`src/rtl/matrix_seq_pkg.sv`:
```
// Shared definitions for the matrix sequencer: state encoding, index width, defaults.
package matrix_seq_pkg;
  localparam int IDX_W  = 4;
  localparam int N_DEF  = 3;
  localparam int DW_DEF = 8;

  typedef enum logic [2:0] {
    ST_IDLE,
    ST_LOAD,
    ST_READ,
    ST_CREAD,
    ST_DONE
  } state_e;
endpackage

```
`src/rtl/matrix_seq_if.sv`:
```
// Stream-in, matrix-register and result signals of the sequencer.
// master = sequencer side, slave = environment / register side.
interface matrix_seq_if #(
  parameter int DW = 8,
  parameter int SW = 10
);
  import matrix_seq_pkg::*;

  logic             in_valid;
  logic [DW-1:0]    in_data;
  logic             in_ready;
  logic             busy;
  logic             mr_wen;
  logic [DW-1:0]    mr_write_data;
  logic             mr_idx_rst;
  logic [IDX_W-1:0] mr_read_idx;
  logic [DW-1:0]    mr_read_data;
  logic             out_valid;
  logic [SW-1:0]    out_data;
  logic             out_is_col;

  modport master (
    input  in_valid, in_data, mr_read_data,
    output in_ready, busy, mr_wen, mr_write_data, mr_idx_rst, mr_read_idx,
           out_valid, out_data, out_is_col
  );

  modport slave (
    output in_valid, in_data, mr_read_data,
    input  in_ready, busy, mr_wen, mr_write_data, mr_idx_rst, mr_read_idx,
           out_valid, out_data, out_is_col
  );
endinterface

```
`src/rtl/matrix_row_acc.sv`:
```
// Clear-on-first / add / emit accumulator with registered result; one result per
// run of N elements. Shared by the row and column walks.
module matrix_row_acc #(
  parameter int DW = 8,
  parameter int SW = 10
) (
  input  logic          clk,
  input  logic          rst,
  input  logic          step,
  input  logic          first,
  input  logic          emit,
  input  logic          is_col,
  input  logic [DW-1:0] din,
  output logic          out_valid,
  output logic [SW-1:0] out_data,
  output logic          out_is_col
);
  logic [SW-1:0] acc_q, acc_d, out_data_q, out_data_d, sum;
  logic          out_valid_q, out_valid_d, is_col_q, is_col_d;

  always_comb begin
    sum         = (first ? '0 : acc_q) + SW'(din);
    acc_d       = step ? sum : acc_q;
    out_valid_d = step && emit;
    out_data_d  = (step && emit) ? sum : out_data_q;
    is_col_d    = (step && emit) ? is_col : is_col_q;
  end

  always_ff @(posedge clk) begin
    if (rst) begin
      acc_q       <= '0;
      out_data_q  <= '0;
      out_valid_q <= 1'b0;
      is_col_q    <= 1'b0;
    end else begin
      acc_q       <= acc_d;
      out_data_q  <= out_data_d;
      out_valid_q <= out_valid_d;
      is_col_q    <= is_col_d;
    end
  end

  assign out_valid  = out_valid_q;
  assign out_data   = out_data_q;
  assign out_is_col = is_col_q;
endmodule

```
`src/rtl/matrix_seq_ctrl.sv`:
```
// Loads an NxN byte matrix row-major, then walks it emitting row sums; with
// MATRIX_SEQ_COLSUM_EN defined a second column-major walk emits column sums.
module matrix_seq_ctrl
  import matrix_seq_pkg::*;
#(
  parameter int N  = N_DEF,
  parameter int DW = DW_DEF,
  parameter int SW = DW + $clog2(N)
) (
  input logic          clk,
  input logic          rst,
  matrix_seq_if.master bus
);
  localparam int NN = N * N;

  state_e           state_q, state_d;
  logic [IDX_W-1:0] load_cnt_q, load_cnt_d;
  logic [IDX_W-1:0] outer_q, outer_d, inner_q, inner_d;
  logic [IDX_W-1:0] read_idx;
  logic             in_rdy, accept, step, is_col, inner_end, outer_end;

  always_comb begin
    state_d    = state_q;
    load_cnt_d = load_cnt_q;
    outer_d    = outer_q;
    inner_d    = inner_q;
    step       = 1'b0;
    is_col     = 1'b0;
    read_idx   = '0;
    in_rdy     = (state_q == ST_IDLE) || (state_q == ST_LOAD);
    accept     = bus.in_valid && in_rdy;
    inner_end  = (inner_q == IDX_W'(N - 1));
    outer_end  = (outer_q == IDX_W'(N - 1));

    case (state_q)
      ST_IDLE, ST_LOAD: begin
        if (accept) begin
          load_cnt_d = load_cnt_q + 1'b1;
          state_d    = (load_cnt_q == IDX_W'(NN - 1)) ? ST_READ : ST_LOAD;
        end
      end
      ST_READ: begin
        step     = 1'b1;
        read_idx = IDX_W'(int'(outer_q) * N + int'(inner_q));
        if (inner_end && outer_end) begin
`ifdef MATRIX_SEQ_COLSUM_EN
          state_d = ST_CREAD;
`else
          state_d = ST_DONE;
`endif
        end
      end
`ifdef MATRIX_SEQ_COLSUM_EN
      // Column walk: outer counts columns, inner counts rows (row index fastest).
      ST_CREAD: begin
        step     = 1'b1;
        is_col   = 1'b1;
        read_idx = IDX_W'(int'(inner_q) * N + int'(outer_q));
        if (inner_end && outer_end) state_d = ST_DONE;
      end
`endif
      ST_DONE: begin
        load_cnt_d = '0;
        state_d    = ST_IDLE;
      end
      default: state_d = ST_IDLE;
    endcase

    // Both walks wrap to zero on their last element, so a following walk starts clean.
    if (step) begin
      if (inner_end) begin
        inner_d = '0;
        outer_d = outer_end ? '0 : outer_q + 1'b1;
      end else begin
        inner_d = inner_q + 1'b1;
      end
    end
  end

  always_ff @(posedge clk) begin
    if (rst) begin
      state_q    <= ST_IDLE;
      load_cnt_q <= '0;
      outer_q    <= '0;
      inner_q    <= '0;
    end else begin
      state_q    <= state_d;
      load_cnt_q <= load_cnt_d;
      outer_q    <= outer_d;
      inner_q    <= inner_d;
    end
  end

  matrix_row_acc #(.DW(DW), .SW(SW)) u_acc (
    .clk        (clk),
    .rst        (rst),
    .step       (step),
    .first      (inner_q == '0),
    .emit       (inner_end),
    .is_col     (is_col),
    .din        (bus.mr_read_data),
    .out_valid  (bus.out_valid),
    .out_data   (bus.out_data),
    .out_is_col (bus.out_is_col)
  );

  assign bus.in_ready      = in_rdy;
  assign bus.busy          = (state_q == ST_READ) || (state_q == ST_CREAD) || (state_q == ST_DONE);
  assign bus.mr_wen        = accept;
  assign bus.mr_write_data = bus.in_data;
  assign bus.mr_idx_rst    = (state_q == ST_DONE);
  assign bus.mr_read_idx   = read_idx;
endmodule

```
`src/flat_wrapper.sv`:
```
// flat-port wrapper written by rule: the top's interface ports become plain ports
module matrix_seq_ctrl_flat import matrix_seq_pkg::*;
#(
  parameter int N  = N_DEF,
  parameter int DW = DW_DEF,
  parameter int SW = DW + $clog2(N)
)
  (clk, rst, bus_in_valid, bus_in_data, bus_mr_read_data, bus_in_ready, bus_busy, bus_mr_wen, bus_mr_write_data, bus_mr_idx_rst, bus_mr_read_idx, bus_out_valid, bus_out_data, bus_out_is_col);
  matrix_seq_if #(.DW(DW), .SW(SW)) bus_i ();
  input logic clk;
  input logic rst;
  input wire logic [$bits(bus_i.in_valid)-1:0] bus_in_valid;
  input wire logic [$bits(bus_i.in_data)-1:0] bus_in_data;
  input wire logic [$bits(bus_i.mr_read_data)-1:0] bus_mr_read_data;
  output wire logic [$bits(bus_i.in_ready)-1:0] bus_in_ready;
  output wire logic [$bits(bus_i.busy)-1:0] bus_busy;
  output wire logic [$bits(bus_i.mr_wen)-1:0] bus_mr_wen;
  output wire logic [$bits(bus_i.mr_write_data)-1:0] bus_mr_write_data;
  output wire logic [$bits(bus_i.mr_idx_rst)-1:0] bus_mr_idx_rst;
  output wire logic [$bits(bus_i.mr_read_idx)-1:0] bus_mr_read_idx;
  output wire logic [$bits(bus_i.out_valid)-1:0] bus_out_valid;
  output wire logic [$bits(bus_i.out_data)-1:0] bus_out_data;
  output wire logic [$bits(bus_i.out_is_col)-1:0] bus_out_is_col;
  assign bus_i.in_valid = bus_in_valid;
  assign bus_i.in_data = bus_in_data;
  assign bus_i.mr_read_data = bus_mr_read_data;
  assign bus_in_ready = bus_i.in_ready;
  assign bus_busy = bus_i.busy;
  assign bus_mr_wen = bus_i.mr_wen;
  assign bus_mr_write_data = bus_i.mr_write_data;
  assign bus_mr_idx_rst = bus_i.mr_idx_rst;
  assign bus_mr_read_idx = bus_i.mr_read_idx;
  assign bus_out_valid = bus_i.out_valid;
  assign bus_out_data = bus_i.out_data;
  assign bus_out_is_col = bus_i.out_is_col;
  matrix_seq_ctrl #(.N(N), .DW(DW), .SW(SW)) u_core (.clk(clk), .rst(rst), .bus(bus_i));
endmodule
```
`config.mk`:
```
export PLATFORM = sky130hd
export DESIGN_NAME = matrix_seq_ctrl_flat
export DESIGN_NICKNAME = d
export VERILOG_FILES = /design/src/rtl/matrix_seq_pkg.sv /design/src/rtl/matrix_seq_if.sv /design/src/rtl/matrix_row_acc.sv /design/src/rtl/matrix_seq_ctrl.sv /design/src/flat_wrapper.sv
export SDC_FILE = /design/constraint.sdc
export NUM_CORES = 1
export LEC_CHECK = 0
export ABC_AREA = 0
export ABC_CLOCK_PERIOD_IN_PS = 4200
export BUFFER_PORTS_ARGS = -buffer_cell sky130_fd_sc_hd__buf_2
export CAP_MARGIN = 20
export CORE_ASPECT_RATIO = 2
export CORE_MARGIN = 8
export CORE_UTILIZATION = 30
export CTS_CLUSTER_SIZE = 16
export DETAILED_ROUTE_END_ITERATION = 8
export PLACE_DENSITY = 0.49
export SYNTH_ARGS = -nofsm -noshare
export SYNTH_HDL_FRONTEND = slang
export SYNTH_SLANG_ARGS = --single-unit
```
`constraint.sdc`:
```
create_clock -name clk -period 4.2 [get_ports clk]
set_clock_uncertainty 0.2 [all_clocks]
set_input_delay 0.84 -clock clk [delete_from_list [all_inputs] [get_ports clk]]
set_output_delay 0.84 -clock clk [all_outputs]
set_load 0.02 [all_outputs]
```
==> impl.org, run 1 <==
** Clock tree
- Clock latency of the later-clocked register in the worst-skew pair :: 0.28 ns
- Hold bufs inserted after CTS :: 0
- The H-tree generated during clock tree synthesis spans 2 levels.
- Clock slew seen by the registers of the worst setup and hold paths :: 0.06 ns
- Sink count of the clock tree :: 36
- Post-CTS timing repair inserted 0 buffers for setup.
- Counting along the longest clock path gives a buffer depth of 2.
- TritonCTS built the clock tree.
- Number of buffers inserted during clock tree synthesis :: 5
- Post-cts gate resize count :: 0
- Root buffer cell :: sky130_fd_sc_hd__clkbuf_16

** Global routing
- Across every metal layer, demand over resource in global routing totals 11.0%.
- Gr ovfl total :: 0
- Global-route wire length before repair :: 9350 µm
- The number of global-route vias before repair is 1853.
- The number of antenna violations at the first check in global routing was 0.
- Entering global routing, the biggest net connects 38 pins.

** Run status
- The run finished with clean final reports.

** Place
- Count of input and output buffers :: 29
- Detailed placement finished with a half-perimeter wire length of 4220 µm.
- Total instance count after detailed placement :: 369
- Placer Congestion :: 0.779
- Dpl cell area :: 0.00237 mm²

** Finish
- Share of layout cells above drive strength 1 :: 17.3%
- Fin cells :: 376
- In the final design database the tool counted 323 nets.
- After routing the design area is 0.00253 mm².
- Compared with the post-synthesis result, the final layout area differs by 13.1%.
- Ant. Diodes :: 0

** Critical path
- The number of buffers and inverters on the critical path is 2.
- R2R depth :: 10
- Worst Path Max Fanout :: 8
- STA classifies the critical path endpoint as an output port.
- Cell with the biggest individual delay on the critical path :: sky130_fd_sc_hd__fa_1
- Data required time at the worst endpoint :: 3.16 ns
- Slowest cell delay on critical path :: 0.57 ns
- The critical path is of the flip-flop to output port type.
- Nature of the critical path startpoint :: flip-flop
- CP arrival :: 2.43 ns
- In this run the number of cells on the critical path is 8.
- Critical path cell sequence :: fa_1 -> ha_1 -> inv_1 -> fa_1 -> xnor2_1 -> xnor2_1 -> nor2_1 -> buf_2
- Broken down by cell family, the worst path's largest delay share belongs to adder cells.

** Routing
- Number of nets with antenna violations after routing :: 0
- In the routed design, unresolved DRC markers number 0.
- Total number of vias :: 1882
- Summed over all layers, the routed wires come to 5670 µm.
- Number of design-rule violations left by the first detailed-router iteration :: 52
- Number of detailed-routing iterations run before antenna repair :: 4
- Via/cell ratio :: 5.01
- In the final routed layout, each cell accounts on average for 15.1 µm.

** STA
- At the pin with the least slew margin, the transition time is 0.881 ns.
- Worst slew slack as a fraction of its limit :: 41.0%
- Total setup violations reported at the end of the flow :: 0
- Final Cycle Share :: 82.6%
- After routing, the total negative slack on setup checks comes to 0 ns.
- The number of hold violations in the final report came to 0.
- The final max-slew violation count was 0.
- RSZ-0062 raised after global routing :: no
- Minimum clock period :: 3.47 ns
- Timing would allow up to 288 MHz.

** Pwr
- Leakage power :: 0.995 nW
- Combinational logic is responsible for 4.8% of the overall power.
- Max IR drop VDD :: 0.167 mV
- Switching power share of the total :: 22.4%
- Power consumption :: 0.782 mW
- Areal power density over the cells :: 310 mW/mm²
- P_int :: 0.607 mW
- Part of the power in the clock network :: 50.8%
- Seq pwr share :: 44.4%
- The analysis attributes to net switching a power of 0.175 mW.

** Synthesis
- For this run, the leading register cell type out of synthesis is sky130_fd_sc_hd__dfxtp_1.
- Area share of the leading cell type in the synthesized netlist :: 32.3%
- Unique cell type count in the Yosys netlist :: 51
- Synthesis-stage register bit count :: 36
- Synthesis handed over a netlist of 269 instances.
- Post-synthesis area per instance :: 8.30 µm²
- Warnings, synthesis :: 0
- Share of synthesized area occupied by flip-flops and latches :: 32.3%
- The mapped netlist covers 0.00223 mm².
- In this run, synthesis inferred 0 flip-flops with an integrated enable.
- Yosys attributes the largest share of cell area to sky130_fd_sc_hd__dfxtp_1 (32%), sky130_fd_sc_hd__ha_1 (9.0%), sky130_fd_sc_hd__a21oi_1 (5.6%).
- The biggest area contributor in the post-synthesis netlist is sky130_fd_sc_hd__dfxtp_1.
- Counting every net in the synthesized netlist gives 308.
- Of all flip-flops after synthesis, the portion carrying an async set or reset was 0%.

** Hold path
- The path class of the tightest hold or removal check is flip-flop to flip-flop.
- Counting instances, the worst hold path has a depth of 2.

** Floorplanning
- During I/O placement, the number of pins put on the boundary was 47.
- Die span in y :: 138 µm
- The die covers 0.0106 mm².
- Width of the die :: 77.0 µm
- Initial standard-cell utilization of the core :: 30.7%
- The initialized floorplan defines 44 standard-cell rows.
- Core region area :: 0.00727 mm²

** Job
- Reported max-cap violation count :: 0
[final cells by class]
cell class,instances,area (µm²)
clock buffer,7,153
timing repair buffer,30,153
multi-input combinational,198,1340
tap,92,115
fill,834,4740
sequential,36,721
inverter,13,48.8
[sequential cells by signal, indices dropped and copies added (netlist names)]
| signal | count |
|---|---|
| u_core.u_acc.acc_q | 10 |
| u_core.inner_q | 4 |
| u_core.u_acc.out_data | 10 |
| u_core.load_cnt_q | 4 |
| u_core.outer_q | 4 |
| u_core.state_q | 3 |
| u_core.u_acc.out_valid | 1 |
[power by group through the flow]
stage,registers [mW],logic (mW),clock network (mW)
2_1_floorplan,0.354,0.0379,0
3_3_place_gp,0.355,0.0383,0
3_5_place_dp,0.355,0.0381,0
4_1_cts,0.347,0.0383,0.407
5_1_grt,0.348,0.0422,0.421
6_report,0.347,0.0374,0.398
[kinds of logic (layout without fill, tap and decap cells)]
family                   after synthesis  in the layout  share of synthesized area (%)
AND/OR/NAND/NOR                      101            101                           23.1
AO/OA/AOI/OAI                         64             64                           19.0
flip-flops                            36             36                           32.3
buffers and inverters                 35             50                           8.12
adder cells (fa/ha/maj)               20             20                           12.5
XOR/XNOR                              11             11                           4.31
other                                  1              1                          0.168
multiplexers                           1              1                          0.448
[per-stage QoR]
step                      hold slack [ns]  setup slack (ns)  utilization [%]
final                               0.248             0.733             34.8
after global placement              0.243             0.873             32.7
after detailed placement            0.244             0.814             32.7
after floorplan                     0.232              1.11                -
after global routing                0.281             0.603             34.8
after CTS                           0.252             0.717             34.8
[worst reg2reg max path: cells and delay by family (launching register included)]
kind                       cells  cell delay [ns]
adders and majority gates      2             0.46
DFF                            1             0.41
and+or+nand+nor                4             1.53
AOI/OAI and AO/OA              3             0.62
buffers and inverters          1             0.07
[placed cells by master (no fill, tap or decap), types with 2 or more instances in the layout]
master,n
sky130_fd_sc_hd__nor2_1,23
sky130_fd_sc_hd__dfxtp_1,36
sky130_fd_sc_hd__o211ai_2,2
sky130_fd_sc_hd__fa_1,4
sky130_fd_sc_hd__a31oi_1,4
sky130_fd_sc_hd__a21oi_1,25
sky130_fd_sc_hd__o21ai_0,9
sky130_fd_sc_hd__clkbuf_8,2
sky130_fd_sc_hd__inv_1,13
sky130_fd_sc_hd__nor4_1,2
sky130_fd_sc_hd__clkbuf_16,5
sky130_fd_sc_hd__and2_1,11
sky130_fd_sc_hd__nand3_1,8
sky130_fd_sc_hd__xor2_1,6
sky130_fd_sc_hd__xnor2_1,5
sky130_fd_sc_hd__nand4_1,2
sky130_fd_sc_hd__ha_1,16
sky130_fd_sc_hd__a21o_1,2
sky130_fd_sc_hd__nor3_1,6
sky130_fd_sc_hd__a211oi_1,6
sky130_fd_sc_hd__or4_1,3
sky130_fd_sc_hd__buf_2,29
sky130_fd_sc_hd__nand2b_1,4
sky130_fd_sc_hd__o211ai_1,3
sky130_fd_sc_hd__nand2_1,33
[cell usage after synthesis (all sizes together) (3+ instances only)]
cell type  count
dfxtp         36
nand2         33
a21oi         26
nor2          23
buf           16
ha            16
inv           13
and2          11
o21ai         10
nand3          9
nor3           7
a211oi         6
clkbuf         6
xor2           6
o211ai         5
xnor2          5
a31oi          4
fa             4
nand2b         4
or4            3
[metal layers]
metal | global-route usage, % | routed length, µm
met1 | 10.4 | 2120
met2 | 21.2 | 3240
met3 | 2.53 | 207
met4 | 5.11 | 102
met5 | 0 | 0
[final timing paths]
check / startpoint / endpoint / slack, ns
worst max-delay path: u_core.inner_q[1] / bus_mr_read_idx[3] / 0.73
worst min-delay path: u_core.u_acc.acc_q[4] / u_core.u_acc.acc_q[4] / 0.25
worst max register to register: u_core.inner_q[0] / u_core.u_acc.out_data[8] / 0.81
worst min register to register: u_core.u_acc.acc_q[4] / u_core.u_acc.acc_q[4] / 0.25
(Power assumes the default switching activity.)
==> inputs of run 2 (changes only) <==
--- a/config.mk
+++ b/config.mk
@@ -6,7 +6,7 @@
 export NUM_CORES = 1
 export LEC_CHECK = 0
 export ABC_AREA = 0
-export ABC_CLOCK_PERIOD_IN_PS = 4200
+export ABC_CLOCK_PERIOD_IN_PS = 3600
 export BUFFER_PORTS_ARGS = -buffer_cell sky130_fd_sc_hd__buf_2
 export CAP_MARGIN = 20
 export CORE_ASPECT_RATIO = 2
==> constraint.sdc (replaced) <==
create_clock -name clk -period 3.6 [get_ports clk]
set_clock_uncertainty 0.2 [all_clocks]
set_input_delay 0.72 -clock clk [delete_from_list [all_inputs] [get_ports clk]]
set_output_delay 0.72 -clock clk [all_outputs]
set_load 0.02 [all_outputs]
==> run 2 against run 1 <==
  * Via count fell by 0.96%
  * Die area did not move
  * Clock power rose by 61%
  * Sequential share of layout area fell by 0.85 points
  * Non-clock buffer count rose by 2
  * Register-to-register slack got worse by 0.48 ns
  * Critical path type unchanged
  * Critical endpoint unchanged
==> impl.org, run 2 (synthesis gave the netlist of run 1 again) <==
** Run status
- Outcome: completed (unchanged).

** Hold path
- Class of the most critical hold timing path :: flip-flop to flip-flop (unchanged)
- Cell depth of the worst hold path :: 2 (unchanged)

** Pwr
- Areal power density over the cells :: 418 mW/mm² (was 310 mW/mm²)
- The switching portion of total power came to 18.6% (was 22.4%).
- The switching power summed over all nets is 0.202 mW (was 0.175 mW).
- Part of the power in the clock network :: 58.7% (was 50.8%)
- Leakage power :: 1.03 nW (was 0.995 nW)
- The fraction of power consumed by combinational cells was 4.0% (was 4.8%).
- The internal power came to 0.885 mW (was 0.607 mW).
- Max IR drop VDD :: 0.244 mV (was 0.167 mV)
- Power consumption :: 1.09 mW (was 0.782 mW)
- The sequential power share is 37.2% (was 44.4%).

** Routing
- Via/cell ratio :: 4.92 (was 5.01)
- Number of detailed-routing iterations run before antenna repair :: 4 (unchanged)
- The final wirelength was 5730 µm (was 5670 µm).
- Average wire length per cell after detail routing :: 15.1 µm (about the same)
- Number of nets with antenna violations after routing :: 0 (unchanged)
- The number of DRC violations after detailed routing is 0 (unchanged).
- The detailed router's first-iteration violation count is 51 (was 52).
- Total number of vias :: 1864 (was 1882)

** Clock tree
- Maximum number of buffers from clock root to sink :: 2 (unchanged)
- The later-pin clock latency in the skew report was 0.28 ns (about the same).
- Post-CTS setup buffer count :: 0 (unchanged)
- Clock slew seen by the registers of the worst setup and hold paths :: 0.06 ns (about the same)
- The number of buffers added by the clock tree synthesis step came to 5 (unchanged).
- CTS tree :: yes (unchanged)
- The number of clock sinks is 36 (unchanged).
- The H-tree level count came to 2 (unchanged).
- Post-cts gate resize count :: 0 (unchanged)
- The clock root buffer master was sky130_fd_sc_hd__clkbuf_16 (unchanged).
- Hold bufs inserted after CTS :: 0 (unchanged)

** Critical path
- Setup CP Type :: flip-flop to output port (unchanged)
- Worst Path Max Fanout :: 7 (was 8)
- The element type at the critical path end was an output port (unchanged).
- The maximum cell stage delay along the critical path was 0.55 ns (was 0.57 ns).
- Worst reg2reg startpoint :: u_core.inner_q[2] (was u_core.inner_q[0])
- Endpoint of the worst-slack reg-to-reg timing path :: u_core.u_acc.out_data[8] (unchanged)
- The worst reg-to-reg setup slack was 0.33 ns (was 0.81 ns).
- The arrival time at the worst endpoint came to 2.51 ns (was 2.43 ns).
- The count of buffer and inverter cells on the critical path was 3 (was 2).
- Nature of the critical path startpoint :: flip-flop (unchanged)
- The critical path capture point was bus_mr_read_idx[3] (unchanged).
- The data required time at the worst endpoint was 2.68 ns (was 3.16 ns).
- Launch point of the critical path :: u_core.inner_q[1] (unchanged)
- Cell with the biggest individual delay on the critical path :: sky130_fd_sc_hd__fa_1 (unchanged)
- The cell count of the worst reg-to-reg path came to 10 (unchanged).
- Critical path cell sequence :: buf_4 -> fa_1 -> ha_1 -> inv_1 -> fa_1 -> xnor2_1 -> xnor2_1 -> nor2_1 -> buf_2 (was fa_1 -> ha_1 -> inv_1 -> fa_1 -> xnor2_1 -> xnor2_1 -> nor2_1 -> buf_2)
- The number of cells on the critical path came to 9 (was 8).
- The dominant delay contributor by cell family on the critical path is adder cells (unchanged).

** Floorplanning
- Width of the die :: 77.0 µm (unchanged)
- Full die area :: 0.0106 mm² (unchanged)
- Initial standard-cell utilization of the core :: 30.7% (unchanged)
- Die span in y :: 138 µm (unchanged)
- IO Count :: 47 (unchanged)
- The core footprint came to 0.00727 mm² (unchanged).
- The cell row count was 44 (unchanged).

** Place
- Count of input and output buffers :: 29 (unchanged)
- The placement-stage worst setup slack is 0.300 ns (was 0.814 ns).
- Detailed Place HPWL :: 4240 µm (was 4220 µm)
- Placer Congestion :: 0.815 (was 0.779)
- Total instance count after detailed placement :: 371 (was 369)

** Finish
- Most common cell after layout, fill and taps aside :: sky130_fd_sc_hd__dfxtp_1 (unchanged)
- Fin cells :: 379 (was 376)
- Most frequent cells in the layout :: sky130_fd_sc_hd__dfxtp_1 (36), sky130_fd_sc_hd__nand2_1 (33), sky130_fd_sc_hd__buf_2 (29), sky130_fd_sc_hd__a21oi_1 (25), sky130_fd_sc_hd__nor2_1 (23) (unchanged)
- The layout cell share with drive strength beyond 1 came to 18.1% (was 17.3%).
- The net total in the final layout was 325 (was 323).
- The antenna cell count is 0 (unchanged).
- Synthesis-to-layout area growth :: 16.6% (was 13.1%)

** Global routing
- The aggregate global routing overflow was 0 (unchanged).
- Number of antenna violations at the first check in global routing :: 0 (unchanged)
- The largest net degree at the start of global routing came to 38 (unchanged).
- The number of global-route vias before repair came to 1906 (was 1853).
- Global-route wire length before repair :: 9350 µm (unchanged)
- Total routing usage reported by global routing :: 11.0% (about the same)

** STA
- Peak Freq :: 292 MHz
- Worst slew slack as a fraction of its limit :: 45.1% (was 41.0%)
- RSZ-0062 raised after global routing: no (unchanged).
- Final-layout worst hold slack :: 0.250 ns (was 0.248 ns)
- The final max-slew violation count is 0 (unchanged).
- The number of setup violations in the final report was 0 (unchanged).
- The final-layout setup total negative slack came to 0 ns (unchanged).
- Minimum clock period :: 3.43 ns
- The number of hold violations in the final report is 0 (unchanged).
- Final Cycle Share :: 95.2%
- Setup WS post-layout :: 0.172 ns (was 0.733 ns)
- Measured slew at the worst slew-check pin :: 0.816 ns (was 0.881 ns)

** Job
- The count of max-cap constraint violations is 0 (unchanged).
==> run 2: changes by cell type in the layout (fill, tap and decap cells not counted) <==
cell / before / now
sky130_fd_sc_hd__buf_4: 1 / 3
sky130_fd_sc_hd__bufinv_16: 0 / 3
sky130_fd_sc_hd__clkbuf_8: 2 / 0
==> run 2: cell type report <==
type / count / area, µm²
clock buffer: 5 / 125
inverter: 13 / 48.8
fill: 808 / 4660
clock inverter: 3 / 90.1
multi-input combinational: 198 / 1340
tap: 92 / 115
timing repair buffer: 32 / 168
sequential: 36 / 721
==> run 2: worst min path at each step <==
stage / startpoint / to
final: u_core.u_acc.acc_q[7] / u_core.u_acc.acc_q[7]
after global routing: u_core.u_acc.out_data[5] / u_core.u_acc.out_data[5]
after CTS: u_core.u_acc.acc_q[2] / u_core.u_acc.acc_q[2]
after detailed placement: u_core.u_acc.acc_q[2] / u_core.u_acc.acc_q[2]
after global placement: u_core.u_acc.acc_q[2] / u_core.u_acc.acc_q[2]
after floorplan: u_core.u_acc.acc_q[0] / u_core.u_acc.acc_q[0]
==> run 2: power groups by stage <==
| stage | Combinational, mW | Clock, mW | Sequential [mW] |
|---|---|---|---|
| floorplan | 0.0442 | 0 | 0.413 |
| global placement | 0.0445 | 0 | 0.414 |
| detailed placement | 0.0446 | 0 | 0.414 |
| CTS | 0.0449 | 0.656 | 0.405 |
| global route | 0.0494 | 0.673 | 0.405 |
| finish | 0.0438 | 0.639 | 0.405 |
==> run 2: metal layers <==
layer / vias up / routed length, µm / global-route usage [%]
li1: 960 / - / -
met1: 868 / 2050 / 10.1
met2: 28 / 3290 / 21.2
met3: 8 / 240 / 2.79
met4: 0 / 144 / 5.71
met5: - / 0 / 0
==> run 2: through the flow <==
step	area, µm²	util (%)
4_1_cts	2600	35.8
3_3_place_gp	2390	32.9
3_5_place_dp	2390	32.9
5_1_grt	2600	35.8
2_1_floorplan	2230	-
6_report	2600	35.8
==> run 2: worst reg2reg max path: stages (launching register included) <==
cell                        delay, ns
sky130_fd_sc_hd__dfxtp_1         0.40
sky130_fd_sc_hd__or4_1           0.69
sky130_fd_sc_hd__and2_1          0.24
sky130_fd_sc_hd__ha_1            0.20
sky130_fd_sc_hd__inv_1           0.07
sky130_fd_sc_hd__fa_1            0.25
sky130_fd_sc_hd__nor2b_4         0.06
sky130_fd_sc_hd__o2111ai_2       0.20
sky130_fd_sc_hd__a31oi_1         0.16
sky130_fd_sc_hd__or3_2           0.48
sky130_fd_sc_hd__a311oi_2        0.23
